--- src/rtl/uart_rx_fifo.sv ---
// ---------------------------------------------------------------------------
// uart_rx_fifo
//
// Receive-side buffer between the uart engine rx interface and the Wishbone
// UART register block. Each byte the engine presents is drained with a
// one-cycle rx_ack pulse and stored, together with its framing-error flag,
// in a 2^DEPTH_LOG2-entry FIFO that software reads through a show-ahead
// pop interface.
//
// Optional feature macro: UART_RX_FIFO_TIMEOUT_EN
//   defined   : idle counter drives o_rx_timeout
//   undefined : o_rx_timeout is tied 0, no counter is built
//
// Ports:
//   i_clk          system clock, rising edge
//   i_reset        asynchronous active-low reset
//   i_rx_data      received byte from the engine
//   i_rx_avail     engine holds a valid byte (level)
//   i_rx_error     framing error flag of the current byte
//   o_rx_ack       one-cycle pulse consuming the engine's byte
//   i_pop          consume head entry (single-cycle strobe)
//   o_dout         head byte (show-ahead), 0 when empty
//   o_dout_err     error flag stored with head byte, 0 when empty
//   o_empty        FIFO holds no entries
//   o_full         FIFO holds 2^DEPTH_LOG2 entries
//   o_almost_full  level >= ALMOST_FULL
//   o_level        current entry count
//   o_overflow     sticky: a byte was dropped because the FIFO was full
//   i_ovf_clr      clears o_overflow (a same-cycle drop wins)
//   o_rx_timeout   FIFO non-empty and idle for TIMEOUT_CYCLES
//   o_dbg_state    capture FSM state (0 = IDLE, 1 = WAIT)
// ---------------------------------------------------------------------------
module uart_rx_fifo #(
    parameter int DEPTH_LOG2     = 4,
    parameter int ALMOST_FULL    = 12,
    parameter int TIMEOUT_CYCLES = 4096
) (
    input  logic                  i_clk,
    input  logic                  i_reset,
    input  logic [7:0]            i_rx_data,
    input  logic                  i_rx_avail,
    input  logic                  i_rx_error,
    output logic                  o_rx_ack,
    input  logic                  i_pop,
    output logic [7:0]            o_dout,
    output logic                  o_dout_err,
    output logic                  o_empty,
    output logic                  o_full,
    output logic                  o_almost_full,
    output logic [DEPTH_LOG2:0]   o_level,
    output logic                  o_overflow,
    input  logic                  i_ovf_clr,
    output logic                  o_rx_timeout,
    output logic                  o_dbg_state
);

    localparam int                DEPTH    = 1 << DEPTH_LOG2;
    localparam logic [DEPTH_LOG2:0] LP_DEPTH = (DEPTH_LOG2 + 1)'(DEPTH);
    localparam logic [DEPTH_LOG2:0] LP_AF    = (DEPTH_LOG2 + 1)'(ALMOST_FULL);

    // Engine handshake: the engine raises i_rx_avail and holds i_rx_data /
    // i_rx_error stable until it has seen o_rx_ack; it drops i_rx_avail
    // afterwards. The FIFO samples the byte during the o_rx_ack cycle, and
    // waits for i_rx_avail to fall before it may ack again, so a slow engine
    // can never have one byte captured twice.
    typedef enum logic {
        ST_IDLE = 1'b0,
        ST_WAIT = 1'b1
    } state_t;

    state_t                r_state;
    state_t                w_state_next;
    logic                  w_ack_next;
    logic                  r_rx_ack;

    logic [8:0]            r_mem [0:DEPTH-1];
    logic [DEPTH_LOG2-1:0] r_wr_ptr;
    logic [DEPTH_LOG2-1:0] r_rd_ptr;
    logic [DEPTH_LOG2:0]   r_level;
    logic [DEPTH_LOG2:0]   w_level_next;
    logic                  r_empty;
    logic                  r_full;
    logic                  r_almost_full;
    logic                  r_overflow;

    logic                  w_pop;
    logic                  w_push;
    logic                  w_drop;

    // Capture FSM: next state and ack request
    always_comb begin
        w_state_next = r_state;
        w_ack_next   = 1'b0;
        case (r_state)
            ST_IDLE: begin
                if (i_rx_avail) begin
                    w_ack_next   = 1'b1;
                    w_state_next = ST_WAIT;
                end
            end
            ST_WAIT: begin
                if (!i_rx_avail) begin
                    w_state_next = ST_IDLE;
                end
            end
            default: w_state_next = ST_IDLE;
        endcase
    end

    always_ff @(posedge i_clk or negedge i_reset) begin
        if (!i_reset) begin
            r_state  <= ST_IDLE;
            r_rx_ack <= 1'b0;
        end else begin
            r_state  <= w_state_next;
            r_rx_ack <= w_ack_next;
        end
    end

    // The push decision is taken in the ack cycle. A full FIFO still accepts
    // the byte if a pop frees a slot in that same cycle.
    assign w_pop  = i_pop & ~r_empty;
    assign w_push = r_rx_ack & (~r_full | i_pop);
    assign w_drop = r_rx_ack & r_full & ~i_pop;

    always_comb begin
        w_level_next = r_level;
        case ({w_push, w_pop})
            2'b10:   w_level_next = r_level + 1'b1;
            2'b01:   w_level_next = r_level - 1'b1;
            default: w_level_next = r_level;
        endcase
    end

    always_ff @(posedge i_clk or negedge i_reset) begin
        if (!i_reset) begin
            r_wr_ptr      <= '0;
            r_rd_ptr      <= '0;
            r_level       <= '0;
            r_empty       <= 1'b1;
            r_full        <= 1'b0;
            r_almost_full <= 1'b0;
            r_overflow    <= 1'b0;
        end else begin
            if (w_push) begin
                r_wr_ptr <= r_wr_ptr + 1'b1;
            end
            if (w_pop) begin
                r_rd_ptr <= r_rd_ptr + 1'b1;
            end
            r_level       <= w_level_next;
            // Flags come from the next level so they line up with r_level.
            r_empty       <= (w_level_next == '0);
            r_full        <= (w_level_next == LP_DEPTH);
            r_almost_full <= (w_level_next >= LP_AF);
            if (w_drop) begin
                r_overflow <= 1'b1;
            end else if (i_ovf_clr) begin
                r_overflow <= 1'b0;
            end
        end
    end

    // Storage is intentionally not reset.
    always_ff @(posedge i_clk) begin
        if (w_push) begin
            r_mem[r_wr_ptr] <= {i_rx_error, i_rx_data};
        end
    end

`ifdef UART_RX_FIFO_TIMEOUT_EN
    localparam logic [31:0] LP_TMO = 32'(TIMEOUT_CYCLES);

    logic [31:0] r_idle_cnt;
    logic [31:0] w_idle_next;
    logic        r_rx_timeout;

    always_comb begin
        w_idle_next = r_idle_cnt;
        if (w_push || w_pop || (r_level == '0)) begin
            w_idle_next = '0;
        end else if (r_idle_cnt != LP_TMO) begin
            w_idle_next = r_idle_cnt + 32'd1;
        end
    end

    always_ff @(posedge i_clk or negedge i_reset) begin
        if (!i_reset) begin
            r_idle_cnt   <= '0;
            r_rx_timeout <= 1'b0;
        end else begin
            r_idle_cnt <= w_idle_next;
            if (w_push || w_pop) begin
                r_rx_timeout <= 1'b0;
            end else if ((w_idle_next == LP_TMO) && (r_level != '0)) begin
                r_rx_timeout <= 1'b1;
            end
        end
    end

    assign o_rx_timeout = r_rx_timeout;
`else
    // Feature disabled: the comparison is constant false, so this is a tie-off.
    assign o_rx_timeout = (TIMEOUT_CYCLES < 0);
`endif

    assign o_rx_ack      = r_rx_ack;
    assign o_dout        = r_empty ? 8'h00 : r_mem[r_rd_ptr][7:0];
    assign o_dout_err    = r_empty ? 1'b0  : r_mem[r_rd_ptr][8];
    assign o_empty       = r_empty;
    assign o_full        = r_full;
    assign o_almost_full = r_almost_full;
    assign o_level       = r_level;
    assign o_overflow    = r_overflow;
    assign o_dbg_state   = r_state;

endmodule
--- config.mk ---
export PLATFORM = sky130hd
export DESIGN_NAME = uart_rx_fifo
export DESIGN_NICKNAME = d
export VERILOG_FILES = /design/src/rtl/uart_rx_fifo.sv
export SDC_FILE = /design/constraint.sdc
export NUM_CORES = 1
export LEC_CHECK = 0
export ABC_AREA = 1
export BUFFER_PORTS_ARGS = -buffer_cell sky130_fd_sc_hd__buf_2
export CAP_MARGIN = 0
export CORE_MARGIN = 2
export CORE_UTILIZATION = 40
export CTS_CLUSTER_SIZE = 24
export DETAILED_ROUTE_END_ITERATION = 12
export PLACE_DENSITY = 0.53
export SLEW_MARGIN = 30
export SYNTH_ARGS = -nofsm -noshare
export SYNTH_HDL_FRONTEND = slang
export SYNTH_SLANG_ARGS = --single-unit
--- constraint.sdc ---
create_clock -name i_clk -period 2.9 [get_ports i_clk]
set_input_delay 0.29 -clock i_clk [delete_from_list [all_inputs] [get_ports i_clk]]
set_output_delay 0.29 -clock i_clk [all_outputs]
set_load 0.05 [all_outputs]
# == Word level (Yosys, flattened, before mapping) ==
# Memories as Yosys holds them, arrays and structs flattened.
# Cells that the tools add are included.
# word_totals
register_bits,19
ramBits,144
input_bits,14
out_inout_bits,21
wordCells,37
mem_count,1
# memory_table
memory,depth,word_bits,read_ports,rd_ports_with_merged_regs,write_ports,line_no,text
r_mem,16,9,1,0,1,76,logic [8:0] r_mem [0:DEPTH-1];
# op_classes
add_sub_neg,4
n_lt_le_gt_ge,1
n_eq_ne,3
mux,9
bitwise_logic,8
reduce_logical,2
# op_table
operator,count
5-bit one-hot mux with 2 select lines,1
4-bit by 1-bit adder with 4-bit output (second input constant),2
8-bit two-way mux,1
1-bit two-way mux,7
5-bit by 1-bit adder with 5-bit output (second input constant),1
5-bit == test (second input constant),1
5-bit by 4-bit >= comparator with 1-bit output (second input constant),1
5-bit logical NOT,1
5-bit by 1-bit subtractor with 5-bit output (second input constant),1
1-bit AND,4
1-bit NOT,3
2-bit by 1-bit == test with 1-bit output (second input constant),1
2-bit == test (second input constant),1
2-bit nonzero test,1
1-bit OR,1

# == Longest topological paths before layout ==
# depth
ltp_word,6
ltp_mapped,16
ltp_nobuf,16

# == Worst setup path before layout ==
# OpenSTA, ideal clock, no wires.
# synth_path
path_kind,register to register
from,register r_empty (netlist: o_empty)
to,register r_empty (netlist: o_empty)
setup_ns,0.067
t_arrival_ns,2.516
required_ns,2.833
slack_ns,0.317
stages_incl_launch_ff,14
n_path_buf,1
synth_period_minus_slack_ns,2.583
cell_sequence,dfstp_2 > clkbuf_1 > nor2_1 > ha_1 > nand2_1 > inv_1 > nor2_1 > ha_1 > nand2_1 > o21ai_1 > or2_0 > nor2_1 > nand3_1 > nor2_1
# synth_between
elab_chain_cells,5
elab_cells_between_ends,6
classes_between,eq/ne: 2; mux: 1; bitwise: 2; reduce/logical: 1
# synth_lines
element,line_no,text
start: declaration,81,logic r_empty;
start signal: assignment,153,r_empty <= (w_level_next == '0);
1-bit NOT (*),122,assign w_pop = i_pop & ~r_empty;
1-bit AND (*),122,
named net w_pop,86,logic w_pop;
2-bit by 1-bit == test with 1-bit output / 2-bit == test (equally long branches),128,"case ({w_push, w_pop})"
5-bit one-hot mux with 2 select lines (*),128,
named net w_level_next[1],80,logic [DEPTH_LOG2:0] w_level_next;
5-bit logical NOT (*),153,
# Mark *: on every way through the listed nets, which the timed path passes. The rest lies on a longest branch.
# A chain may end at the register's enable or synchronous reset.

# == Worst setup path after layout ==
# layout_path
from,register r_rd_ptr[1]
to,output port o_dout[5]
# layout_between
elab_chain_cells,2
# layout_lines
element,line_no,text
start: declaration,78,logic [DEPTH_LOG2-1:0] r_rd_ptr;
start signal: assignment,149,r_rd_ptr <= r_rd_ptr + 1'b1;
memory read 16 x 9 bit,-,
8-bit two-way mux,208,assign o_dout = r_empty ? 8'h00 : r_mem[r_rd_ptr][7:0];
end: declaration,45,"output logic [7:0] o_dout,"
# No other way between the ends.

==> insert_results.sql <==
INSERT INTO impl_metrics (metric_group, metric, value, unit) VALUES
('clock_network', 'ctsLongestPathBuffers', '2', ''),
('worst_hold_path', 'hold_depth', '2', ''),
('pwr', 'power.static_leakage', '2.85', 'nW'),
('place', 'standard_cell_area_after_detailed_placement', '7290', 'sq um'),
('sta', 'setup_slack', '125', 'ps'),
('yosys', 'avgSynthCellArea', '12.0', 'sq um'),
('worst_hold_path', 'whs_endpoint', 'o_overflow', ''),
('sta', 'worst_slew_pin_slew', '613', 'ps'),
('grt', 'number_of_antenna_violations_at_the_first_check_in_global_routing', '0', ''),
('grt', 'overflow', '0', ''),
('routing', 'routedWlPerCell', '19.5', 'um'),
('place', 'hpwl', '10200', 'um'),
('sta', 'fin_crit_sh', '95.7', '%'),
('routing', 'via_count', '4525', ''),
('routing', 'drtAntennaViolNets', '0', ''),
('sta', 'clock_period_minus_worst_slack', '2780', 'ps'),
('layout', 'drive_gt1_share', '16.3', '%'),
('floorplanning', 'placement_rows', '47', ''),
('yosys', 'ys_types', '27', ''),
('clock_network', 'hold_buf_count_cts', '2', ''),
('clock_network', 'cts_sinks', '163', ''),
('worst_setup_path', 'critPathMaxStageDelay', '390', 'ps'),
('flow_run', 'cap_violations', '0', ''),
('worst_setup_path', 'endpoint_kind', 'output pin', ''),
('clock_network', 'htree_levels', '4', ''),
('pwr', 'power_switching_share', '42.0', '%'),
('sta', 'max_slew_violation_total_from_the_final_report', '0', ''),
('pwr', 'switchingPower', '3.63', 'mW'),
('pwr', 'p_int', '5.01', 'mW'),
('place', 'port_buffers', '33', ''),
('grt', 'grt_usage', '19.2', '%'),
('layout', 'layout-area-overhead-vs-synth', '15.7', '%'),
('pwr', 'worst_ir_drop_vdd', '0.000631', 'V'),
('layout', 'instances_no_fill', '852', ''),
('pwr', 'total_power_divided_by_cell_area', '1100', 'nW/um^2'),
('yosys', 'synth-warning-count', '0', ''),
('clock_network', 'cts_resized', '0', ''),
('sta', 'hold_viol_final', '0', ''),
('grt', 'grt_max_degree', '47', ''),
('clock_network', 'worstSkewPairLatency', '430', 'ps'),
('sta', 'grt_setup_unrepaired', 'no', ''),
('yosys', 'syn_area', '6800', 'sq um'),
('place', 'numPlacedInstances', '819', ''),
('pwr', 'power.share.combinational', '40.9', '%'),
('worst_setup_path', 'cpLargestDelayFamily', 'buffers and inverters', ''),
('sta', 'fin_skew', '11.1', 'ps'),
('clock_network', 'numCtsBuffers', '17', ''),
('routing', 'vias_per_cell', '5.31', ''),
('worst_setup_path', 'path_max_fanout', '12', ''),
('worst_setup_path', 'path_buf_inv', '3', ''),
('routing', 'detail_route.iter0.violations', '432', ''),
('layout', 'stdcell_area', '7870', 'sq um'),
('clock_network', 'cts_tree', 'yes', ''),
('worst_setup_path', 'rr_worst_depth', '12', ''),
('floorplanning', 'start_util', '41.0', '%'),
('pwr', 'pwr-share-clk', '25.0', '%'),
('clock_network', 'worst_setup_hold_path_clk_slew', '60', 'ps'),
('layout', 'final_core_utilization', '47.5', '%'),
('pwr', 'power.sequential.fraction', '34.1', '%'),
('place', 'preCtsSetupSlack', '383', 'ps'),
('floorplanning', 'fp.coreArea', '16600', 'sq um'),
('worst_setup_path', 'arrival', '2490', 'ps'),
('worst_setup_path', 'timing.rr.start', 'o_empty', ''),
('status', 'run_status', 'finished, final reports clean', ''),
('yosys', 'syn-instance-count', '569', ''),
('grt', 'grt_pass1_vias', '4281', ''),
('worst_setup_path', 'setup.worst_path.start_class', 'flip-flop', ''),
('yosys', 'synth_sequential_area_ratio', '70.6', '%'),
('worst_setup_path', 'critical_path_required', '2610', 'ps'),
('floorplanning', 'ioPinCount', '35', ''),
('floorplanning', 'die_height', '134', 'um');
power by group through the flow:
stage	logic, mW	registers [mW]	clock network, mW
floorplan	2.43	3.13	0
global placement	3.51	2.99	0
detailed placement	3.54	3.00	0
CTS	3.56	2.95	2.19
global route	3.84	2.98	2.28
finish	3.53	2.95	2.16
cells by family (layout without fill, tap and decap cells):
group	after synthesis	in the layout	share of synthesized area, %
fa+ha+maj	8	8	1.47
xor+xnor	8	8	1.03
flops	163	163	70.6
buf+inv	50	113	3.75
simple gates	223	223	13.4
other cells	1	1	0.0551
compound gates	116	116	9.71
area by class of cell:
type	instances	area (sq um)
Clock buffer	17	425
Clock inverter	14	140
Fill cell	1533	8710
Inverter	21	78.8
Multi-Input combinational cell	356	1750
Sequential cell	163	4800
Tap cell	220	275
Timing Repair Buffer	61	405
synth_stat cells (all sizes together):
cell type  number  area [sq um]
a21oi          10          50.1
dfstp           1          26.3
ha              8           100
o211ai         31           233
o21ai          74           370
or2             1          6.26
clkbuf          8          30.0
nand4           4          25.0
clkinv          2          7.51
nor2          131           494
xor2            6          52.6
nand3          34           175
dfrtp          18           450
inv            19          71.3
xnor2           2          17.5
a21o            1          7.51
conb            1          3.75
buf            21           146
edfxtp        144          4320
nand2          53           211
worst reg2reg max path, delay by kind of cell (launching register included):
kind	cells	cell delay (ps)
AO/OA/AOI/OAI	1	70
flip-flops	1	720
AND/OR/NAND/NOR	8	1050
buffers and inverters	1	60
adder cells (fa/ha/maj)	2	580
registers in the layout, summed over array words and instances (netlist names):
signal,flops
o_empty,1
r_mem,144
o_overflow,1
r_rd_ptr,4
o_full,1
o_almost_full,1
o_rx_ack,1
o_level,5
r_wr_ptr,4
o_dbg_state,1
routing by layer:
| metal | vias up | wire (um) | track usage [%] |
|---|---|---|---|
| met1 | 2251 | 7780 | 27.8 |
| met5 | - | 0 | 0 |
| met2 | 128 | 7650 | 28.9 |
| li1 | 2122 | - | - |
| met4 | 0 | 246 | 6.37 |
| met3 | 24 | 926 | 4.04 |
worst max-delay path by stage:
stage                      startpoint  cells after the start         to
after floorplan               o_empty                     13    o_empty
after global placement        o_empty                     12    o_empty
after detailed placement      o_empty                     12    o_empty
after CTS                 r_rd_ptr[1]                      7  o_dout[5]
after global routing      r_rd_ptr[1]                      7  o_dout[5]
final                     r_rd_ptr[1]                      7  o_dout[5]
(Power assumes the default switching activity.)
